**src/rtl/display_pkg.sv**
```systemverilog
// Shared types and helpers for the 7-segment scan sequencer.
package display_pkg;

    localparam int unsigned NUM_DIGITS = 4;
    localparam int unsigned SEL_W      = 2;
    localparam int unsigned PWM_W      = 4;

    typedef enum logic [1:0] {
        ST_IDLE  = 2'd0,
        ST_BLANK = 2'd1,
        ST_ON    = 2'd2
    } scan_state_t;

    // One-hot anode pattern for a digit index.
    function automatic logic [NUM_DIGITS-1:0] digit_onehot(input logic [SEL_W-1:0] sel);
        return NUM_DIGITS'(1) << sel;
    endfunction

endpackage

```
**src/rtl/slot_timer.sv**
```systemverilog
// Slot counter and PWM phase counter. The *_c flags are combinational and
// describe the upcoming cycle (post-edge counter values), so the parent can
// register its outputs in step with the counters; wrap_c describes the
// current cycle.
module slot_timer
    import display_pkg::*;
#(
    parameter int unsigned DIV   = 50000,
    parameter int unsigned BLANK = 500
) (
    input  logic             clk,
    input  logic             rst_n,
    input  logic             clr_i,
    output logic             wrap_c,
    output logic             slot_start_c,
    output logic             slot_end_c,
    output logic             in_blank_c,
    output logic [PWM_W-1:0] pwm_nxt_c
);

    localparam int unsigned CW = (DIV > 1) ? $clog2(DIV) : 1;

    logic [CW-1:0]    cnt_q, cnt_d;
    logic [PWM_W-1:0] pwm_q, pwm_d;

    // Next counter values: restart at slot end or on clear, else advance.
    always_comb begin
        wrap_c = (cnt_q == CW'(DIV - 1));
        cnt_d  = cnt_q + CW'(1);
        pwm_d  = pwm_q + PWM_W'(1);
        if (clr_i || wrap_c) begin
            cnt_d = '0;
            pwm_d = '0;
        end
        slot_start_c = (cnt_d == '0);
        slot_end_c   = (cnt_d == CW'(DIV - 1));
        in_blank_c   = (cnt_d < CW'(BLANK));
        pwm_nxt_c    = pwm_d;
    end

    // Counter registers.
    always_ff @(posedge clk or negedge rst_n) begin
        if (!rst_n) begin
            cnt_q <= '0;
            pwm_q <= '0;
        end else begin
            cnt_q <= cnt_d;
            pwm_q <= pwm_d;
        end
    end

endmodule

```
**src/rtl/scan_sequencer.sv**
```systemverilog
// Time-multiplexed 4-digit anode scanner with per-slot blanking, PWM
// brightness and per-digit masking. All outputs are registered.
module scan_sequencer
    import display_pkg::*;
#(
    parameter int unsigned DIV   = 50000,
    parameter int unsigned BLANK = 500
) (
    input  logic                  clk,
    input  logic                  rst_n,
    input  logic                  en,
    input  logic [PWM_W-1:0]      bright,
    input  logic [NUM_DIGITS-1:0] digit_en,
    output logic [SEL_W-1:0]      sel,
    output logic [NUM_DIGITS-1:0] an,
    output logic                  digit_strobe,
    output logic                  frame_done
);

    scan_state_t           state_q, state_d;
    logic [SEL_W-1:0]      sel_q, sel_d;
    logic [PWM_W-1:0]      bright_q, bright_d;
    logic [NUM_DIGITS-1:0] mask_q, mask_d;
    logic [NUM_DIGITS-1:0] an_q, an_d;
    logic                  strobe_q, strobe_d;
    logic                  frame_q, frame_d;

    logic                  clr;
    logic                  wrap, slot_start, slot_end, in_blank;
    logic [PWM_W-1:0]      pwm_nxt;

    // Counters are held at zero in IDLE and while disabled.
    assign clr = !en || (state_q == ST_IDLE);

    slot_timer #(
        .DIV   (DIV),
        .BLANK (BLANK)
    ) u_slot_timer (
        .clk          (clk),
        .rst_n        (rst_n),
        .clr_i        (clr),
        .wrap_c       (wrap),
        .slot_start_c (slot_start),
        .slot_end_c   (slot_end),
        .in_blank_c   (in_blank),
        .pwm_nxt_c    (pwm_nxt)
    );

    // Next state, digit select, slot sampling and output values.
    always_comb begin
        state_d  = state_q;
        sel_d    = sel_q;
        bright_d = bright_q;
        mask_d   = mask_q;
        an_d     = '0;
        strobe_d = 1'b0;
        frame_d  = 1'b0;

        if (!en) begin
            state_d = ST_IDLE;
            sel_d   = '0;
        end else begin
            if (state_q == ST_IDLE) begin
                sel_d = '0;
            end else if (wrap) begin
                sel_d = sel_q + SEL_W'(1);
            end
            state_d = in_blank ? ST_BLANK : ST_ON;
            if (slot_start) begin
                bright_d = bright;
                mask_d   = digit_en;
            end
            strobe_d = slot_start;
            frame_d  = slot_end && (sel_d == SEL_W'(NUM_DIGITS - 1));
            // ON never coincides with slot start, so the held samples are current.
            if ((state_d == ST_ON) && mask_q[sel_d] && (pwm_nxt <= bright_q)) begin
                an_d = digit_onehot(sel_d);
            end
        end
    end

    // State, sampling and output registers.
    always_ff @(posedge clk or negedge rst_n) begin
        if (!rst_n) begin
            state_q  <= ST_IDLE;
            sel_q    <= '0;
            bright_q <= '0;
            mask_q   <= '0;
            an_q     <= '0;
            strobe_q <= 1'b0;
            frame_q  <= 1'b0;
        end else begin
            state_q  <= state_d;
            sel_q    <= sel_d;
            bright_q <= bright_d;
            mask_q   <= mask_d;
            an_q     <= an_d;
            strobe_q <= strobe_d;
            frame_q  <= frame_d;
        end
    end

    assign sel          = sel_q;
    assign an           = an_q;
    assign digit_strobe = strobe_q;
    assign frame_done   = frame_q;

endmodule

```
**config.mk**
```make
export PLATFORM = sky130hd
export DESIGN_NAME = scan_sequencer
export DESIGN_NICKNAME = d
export VERILOG_FILES = /design/src/rtl/display_pkg.sv /design/src/rtl/slot_timer.sv /design/src/rtl/scan_sequencer.sv
export SDC_FILE = /design/constraint.sdc
export NUM_CORES = 1
export LEC_CHECK = 0
export CAP_MARGIN = 15
export CORE_MARGIN = 2
export CORE_UTILIZATION = 62
export DETAILED_ROUTE_END_ITERATION = 7
export MAX_ROUTING_LAYER = met4
export PLACE_DENSITY = 0.94
export SYNTH_ARGS = -nofsm -noshare
export SYNTH_HDL_FRONTEND = slang
export SYNTH_SLANG_ARGS = --single-unit
```
**constraint.sdc**
```tcl
create_clock -name clk -period 6.5 [get_ports clk]
set_input_delay 0.975 -clock clk [delete_from_list [all_inputs] [get_ports clk]]
set_output_delay 0.975 -clock clk [all_outputs]
set_load 0.01 [all_outputs]
```
==> qor.yml, run 1 <==
routing:
  initialDrtViolationCount: 217
  drtPass1Iterations: 5
  ant_nets: 0
  via_per_inst: 6.346
  vias: 1853
  drt_wl_total_um: 4777
  drc: 0
  wl_per_cell_um: 16.36
power:
  switching_share: 0.2185
  p_switching_w: 0.0001105
  leakage_nw: 1.036
  finalPower_w: 0.0005058
  p_per_area_nw_per_um2: 196.9
  pwr-share-clk: 0.396
  vdd_drop_max_mv: 0.1321
  internal-power_w: 0.0003953
  power_frac_comb: 0.105
  pwr-share-seq: 0.499
setup_path:
  path_delay_family: "simple AND/OR/NAND/NOR gates"
  required_ns: 6.68
  slowest_delay_ns: 0.76
  worstSetupStartpointType: "primary input"
  cp-startpoint: "en"
  slowest_stage: "or3_1"
  crit_type: "in2reg"
  path_cells: "clkdlybuf4s50_1, inv_1, or3_1, nor2_1, ha_1, nor2b_1, o21a_1, o21a_1, o21a_1, a311o_1, nor4_1"
  cp_max_fo: 25
  crit_arrival_ns: 4.19
  cpMostUsedCell: "o21a_1"
  crit_buf_inv: 2
  critPathCaptureType: "flop"
  rr_startpoint: "u_slot_timer.cnt_q[0]"
yosys:
  ys_seq_area_frac: 0.4062
  synth.distinct_cells: 49
  avgSynthCellArea_um2: 9.878
  synth_top_area_frac: 0.4062
  ys_top_cells_by_area: "dfrtp_1 (41%), mux2_4 (5.1%), xnor2_1 (4.9%)"
  postSynth.asyncResetShare: 1.000
  ys_ff_latch: 38
  synth_top_cell_by_area: "dfrtp_1"
  syn_nets: 254
  synth-edff-count: 0
  syn_area_um2: 2341
  ys_warn_count: 0
  synth-main-ff-cell: "dfrtp_1"
  syn_inst: 237
global_route:
  grt_max_degree: 39
  grt_pass1_wl_um: 7948
  grt_usage: 0.2563
  globalRouteOverflowTotal: 0
  grt_pass1_vias: 1677
  antenna_found_initial: 0
placement:
  port_buffers: 18
  place.gp.congestion: 0.8998
  post-place-ws_ns: 2.257
  dpl.hpwl_um: 3243
layout:
  final_common_cell: "dfrtp_1"
  fin_util: 0.7070
  drive_gt1_frac: 0.1230
  area_delta_synth_final_pct: 9.727
  layout_common_cells: "dfrtp_1 (38), nor2_1 (28), clkdlybuf4s50_1 (17)"
  diodes: 0
  nNetsFinal: 261
die:
  die_w_um: 65.45
  die_y_um: 65.45
  placementRows: 22
  start_util: 0.6443
  core_um2: 3633
  die_area_um2: 4283
  io_pins: 19
timing:
  grt_setup_unrepaired: "false"
  layout_worst_path_cycle_share: 0.6173
  tightest_slew_ns: 0.9354
  tns_ns: 0
  slew_viol_final: 0
  period_needed_ns: 4.012
  max_freq_mhz: 249.2
  maxSlewHeadroom: 0.3764
  setup_viol: 0
  finClkSkew_ns: 0.005150
  final_hold_viol_count: 0
  fin_ws_ns: 2.488
clock_network:
  ctsResizeCount: 0
  htreeDepth: 2
  cts_hold_buf: 0
  numCtsBuffers: 5
  clock_path_buffers: 2
  cts_sinks: 38
  clk_pin_slew_worst_paths_ns: 0.07
  cts_root_buf: "clkbuf_8"
  cts_tree: "built"
  clock_latency_ns: 0.29
  postCtsSetupBuffers: 0
run:
  maxCapViolCount: 0
run_status:
  status: "finished clean"
worst_hold_path:
  hp-start: "mask_q[3]"
  hp-class: "reg2reg"
-- final cells by class --
| cell class | count | area, um^2 |
|---|---|---|
| multi-input combinational | 169 | 1225 |
| fill | 247 | 1065 |
| sequential | 38 | 950.9 |
| timing repair buffer | 18 | 175.2 |
| clock buffer | 6 | 82.58 |
| tap | 48 | 60.06 |
| inverter | 12 | 45.04 |
| clock inverter | 1 | 30.03 |
-- sequential cells by signal, indices dropped and copies added, names as in the netlist --
name	flops
frame_done	1
u_slot_timer.cnt_q	16
sel	2
state_q	2
digit_strobe	1
bright_q	4
u_slot_timer.pwm_q	4
an	4
mask_q	4
-- per-stage QoR --
step                      instances  instance area [um^2]  hold slack, ns
final                           292                  2569          0.5113
after global routing            292                  2569          0.5321
after CTS                       292                  2569          0.5134
after detailed placement        285                  2456          0.4925
after global placement          285                  2456          0.4915
after floorplan                 237                  2341          0.4807
-- cells by family after synthesis --
group,after synthesis,share of synthesized area
AO/OA/AOI/OAI,31,0.1064
XOR/XNOR,24,0.08979
adder cells (fa/ha/maj),6,0.03207
buffers and inverters,30,0.07055
flip-flops,38,0.4062
multiplexers,9,0.05559
AND/OR/NAND/NOR,99,0.2394
-- worst reg2reg max path: stages (launching register included) --
cell and delay [ns]:
dfrtp_1 0.48, ha_1 0.31, and3_4 0.28, and4_4 0.28, or3_1 0.74, nor2_1 0.18, ha_1 0.36, nor2b_1 0.14
o21a_1 0.16, o21a_1 0.16, o21a_1 0.21, a311o_1 0.31, nor4_1 0.26
-- power groups by stage --
stage	sequential, W	combinational [W]	clock, W
6_report	0.000252	0.0000530	0.000201
2_1_floorplan	0.000255	0.0000346	0
4_1_cts	0.000252	0.0000533	0.000205
5_1_grt	0.000253	0.0000585	0.000215
3_5_place_dp	0.000257	0.0000529	0
3_3_place_gp	0.000256	0.0000497	0
-- cells in the mapped netlist (5+ instances only) --
library cell / n
inv_1: 11
nor4_1: 6
nor2_1: 28
buf_6: 6
clkbuf_1: 6
buf_2: 6
xnor2_1: 13
xor2_1: 11
nor3_1: 8
mux2_4: 8
ha_1: 6
nand2_1: 13
o21ai_0: 6
nand4_1: 9
or3_1: 5
dfrtp_1: 38
nand3_1: 7
a21oi_1: 6
-- metal layers --
layer,share of wire,wire length [um],up-vias,track usage
li1,-,-,859,-
met1,0.42,2005,880,0.3465
met2,0.49,2320,93,0.3788
met3,0.064,308,21,0.04281
met4,0.030,143,0,0.1224
met5,0,0,-,-
-- worst paths after layout --
path	slack [ns]	cells past startpoint	endpoint
max	2.49	11	an[1]
min	0.51	1	mask_q[3]
max reg2reg	2.51	12	an[1]
min reg2reg	0.51	1	mask_q[3]
max in group asynchronous	5.17	1	frame_done
min in group asynchronous	0.80	1	u_slot_timer.cnt_q[2]
Note: power is estimated with default switching activity, not from simulation.
==> inputs of run 2 (changes only) <==
--- a/config.mk
+++ b/config.mk
@@ -7,10 +7,10 @@
 export LEC_CHECK = 0
 export CAP_MARGIN = 15
 export CORE_MARGIN = 2
-export CORE_UTILIZATION = 62
+export CORE_UTILIZATION = 58
 export DETAILED_ROUTE_END_ITERATION = 7
 export MAX_ROUTING_LAYER = met4
-export PLACE_DENSITY = 0.94
+export PLACE_DENSITY = 0.9
 export SYNTH_ARGS = -nofsm -noshare
 export SYNTH_HDL_FRONTEND = slang
 export SYNTH_SLANG_ARGS = --single-unit
==> constraint.sdc (replaced) <==
create_clock -name clk -period 4 [get_ports clk]
set_input_delay 0.6 -clock clk [delete_from_list [all_inputs] [get_ports clk]]
set_output_delay 0.6 -clock clk [all_outputs]
set_load 0.01 [all_outputs]
==> qor.yml, run 2 (synthesized netlist as in run 1, its figures left out) <==
run_status:
  status: "finished clean"
power:
  p_per_area_nw_per_um2: 301.8
  finalPower_w: 0.0007729
  leakage_nw: 1.030
  vdd_drop_max_mv: 0.1597
timing:
  setup_viol: 0
  layout_worst_path_cycle_share: 0.8539
  slew_viol_final: 0
  tightest_slew_ns: 0.8394
  tns_ns: 0
  max_freq_mhz: 292.8
  maxSlewHeadroom: 0.4404
  grt_setup_unrepaired: "false"
  final_hold_viol_count: 0
  finClkSkew_ns: 0.004358
  period_needed_ns: 3.416
clock_network:
  htreeDepth: 2
  cts_root_buf: "clkbuf_8"
  clock_latency_ns: 0.29
  ctsResizeCount: 0
  cts_tree: "built"
  cts_hold_buf: 0
  postCtsSetupBuffers: 0
  clk_pin_slew_worst_paths_ns: 0.07
  cts_sinks: 38
  clock_path_buffers: 2
  numCtsBuffers: 5
setup_path:
  crit_arrival_ns: 3.60
  worstSetupStartpointType: "flop"
  required_ns: 4.18
  cp_max_fo: 9
  critPathCaptureType: "flop"
  crit_type: "reg2reg"
layout:
  area_delta_synth_final_pct: 9.407
  final_common_cell: "dfrtp_1"
  largest-register: "u_slot_timer.cnt_q"
  drive_gt1_frac: 0.1301
  layout_common_cells: "dfrtp_1 (38), nor2_1 (28), clkdlybuf4s50_1 (17)"
  largest_reg_flops: 16
  nNetsFinal: 262
  diodes: 0
routing:
  drt_wl_total_um: 4978
  vias: 1808
  ant_nets: 0
  drc: 0
  wl_per_cell_um: 16.82
  initialDrtViolationCount: 222
  via_per_inst: 6.108
  drtPass1Iterations: 4
run:
  maxCapViolCount: 0
placement:
  port_buffers: 18
  dpl.hpwl_um: 3469
  place.gp.congestion: 0.8762
die:
  die_area_um2: 4560
  placementRows: 23
  die_w_um: 67.53
  core_um2: 3943
  io_pins: 19
  die_y_um: 67.53
  start_util: 0.5938
global_route:
  antenna_found_initial: 0
  grt_max_degree: 39
  grt_pass1_wl_um: 8038
  grt_usage: 0.2485
  globalRouteOverflowTotal: 0
  grt_pass1_vias: 1679
worst_hold_path:
  hp-class: "in2async"
-- run 2: cell count changes in the layout (fill, tap and decap cells not counted), sizes merged --
cell / previous run / this run
buf: 1 / 2
bufinv: 1 / 0
clkinv: 0 / 1
clkinvlp: 0 / 1
-- run 2: report_power, final --
| group | leakage, nW | switching (W) | internal [W] |
|---|---|---|---|
| Sequential | 0.506 | 0.0000118 | 0.000398 |
| Combinational | 0.478 | 0.0000423 | 0.0000447 |
| Clock | 0.0472 | 0.000137 | 0.000138 |
-- run 2: metrics by stage --
step	hold WS (ns)	util	instance area [um^2]	std cells	worst slack [ns]
final	0.4023	0.6496	2561	296	0.5845
after global routing	0.4633	0.6496	2561	296	0.4022
after CTS	0.4291	0.6496	2561	296	0.6391
after detailed placement	0.5051	0.6255	2466	288	0.5698
after global placement	0.4924	0.6255	2466	288	0.7463
after floorplan	0.3044	-	2341	237	0.3242
-- run 2: routing by layer --
layer	GRT usage	part of all wire	up-vias
met2	0.3934	0.51	54
met3	0.06333	0.045	10
met4	0.07653	0.019	0
met5	-	0	-
li1	-	-	855
met1	0.3133	0.43	889
-- run 2: final cells by class --
type                    instances  area [um^2]
well taps                      50        62.56
flip-flops and latches         38        950.9
clock buffers                   6        82.58
repair buffers                 19        182.7
multi-input cells             169         1225
clock inverters                 2        12.51
fillers                       292         1381
inverters                      12        45.04
-- run 2: worst paths after layout --
kind | startpoint | to | slack, ns | cells after the start
min in group clk | mask_q[1] | mask_q[1] | 0.52 | 1
worst max-delay path | u_slot_timer.cnt_q[0] | an[1] | 0.58 | 12
worst max register to register | u_slot_timer.cnt_q[0] | an[1] | 0.58 | 12
max in group asynchronous | rst_n | u_slot_timer.cnt_q[7] | 3.06 | 1
worst min register to register | mask_q[1] | mask_q[1] | 0.52 | 1
worst min-delay path | rst_n | u_slot_timer.cnt_q[0] | 0.40 | 1
-- run 2: critical path, stage by stage (launching register included) --
cell and delay [ns]:
dfrtp_1 0.47, ha_1 0.31, and3_4 0.24, and4_4 0.18, or3_1 0.40, nor2_1 0.18, ha_1 0.27, nor2b_1 0.14
o21a_1 0.17, o21a_1 0.17, o21a_1 0.21, a311o_1 0.30, nor4_1 0.28
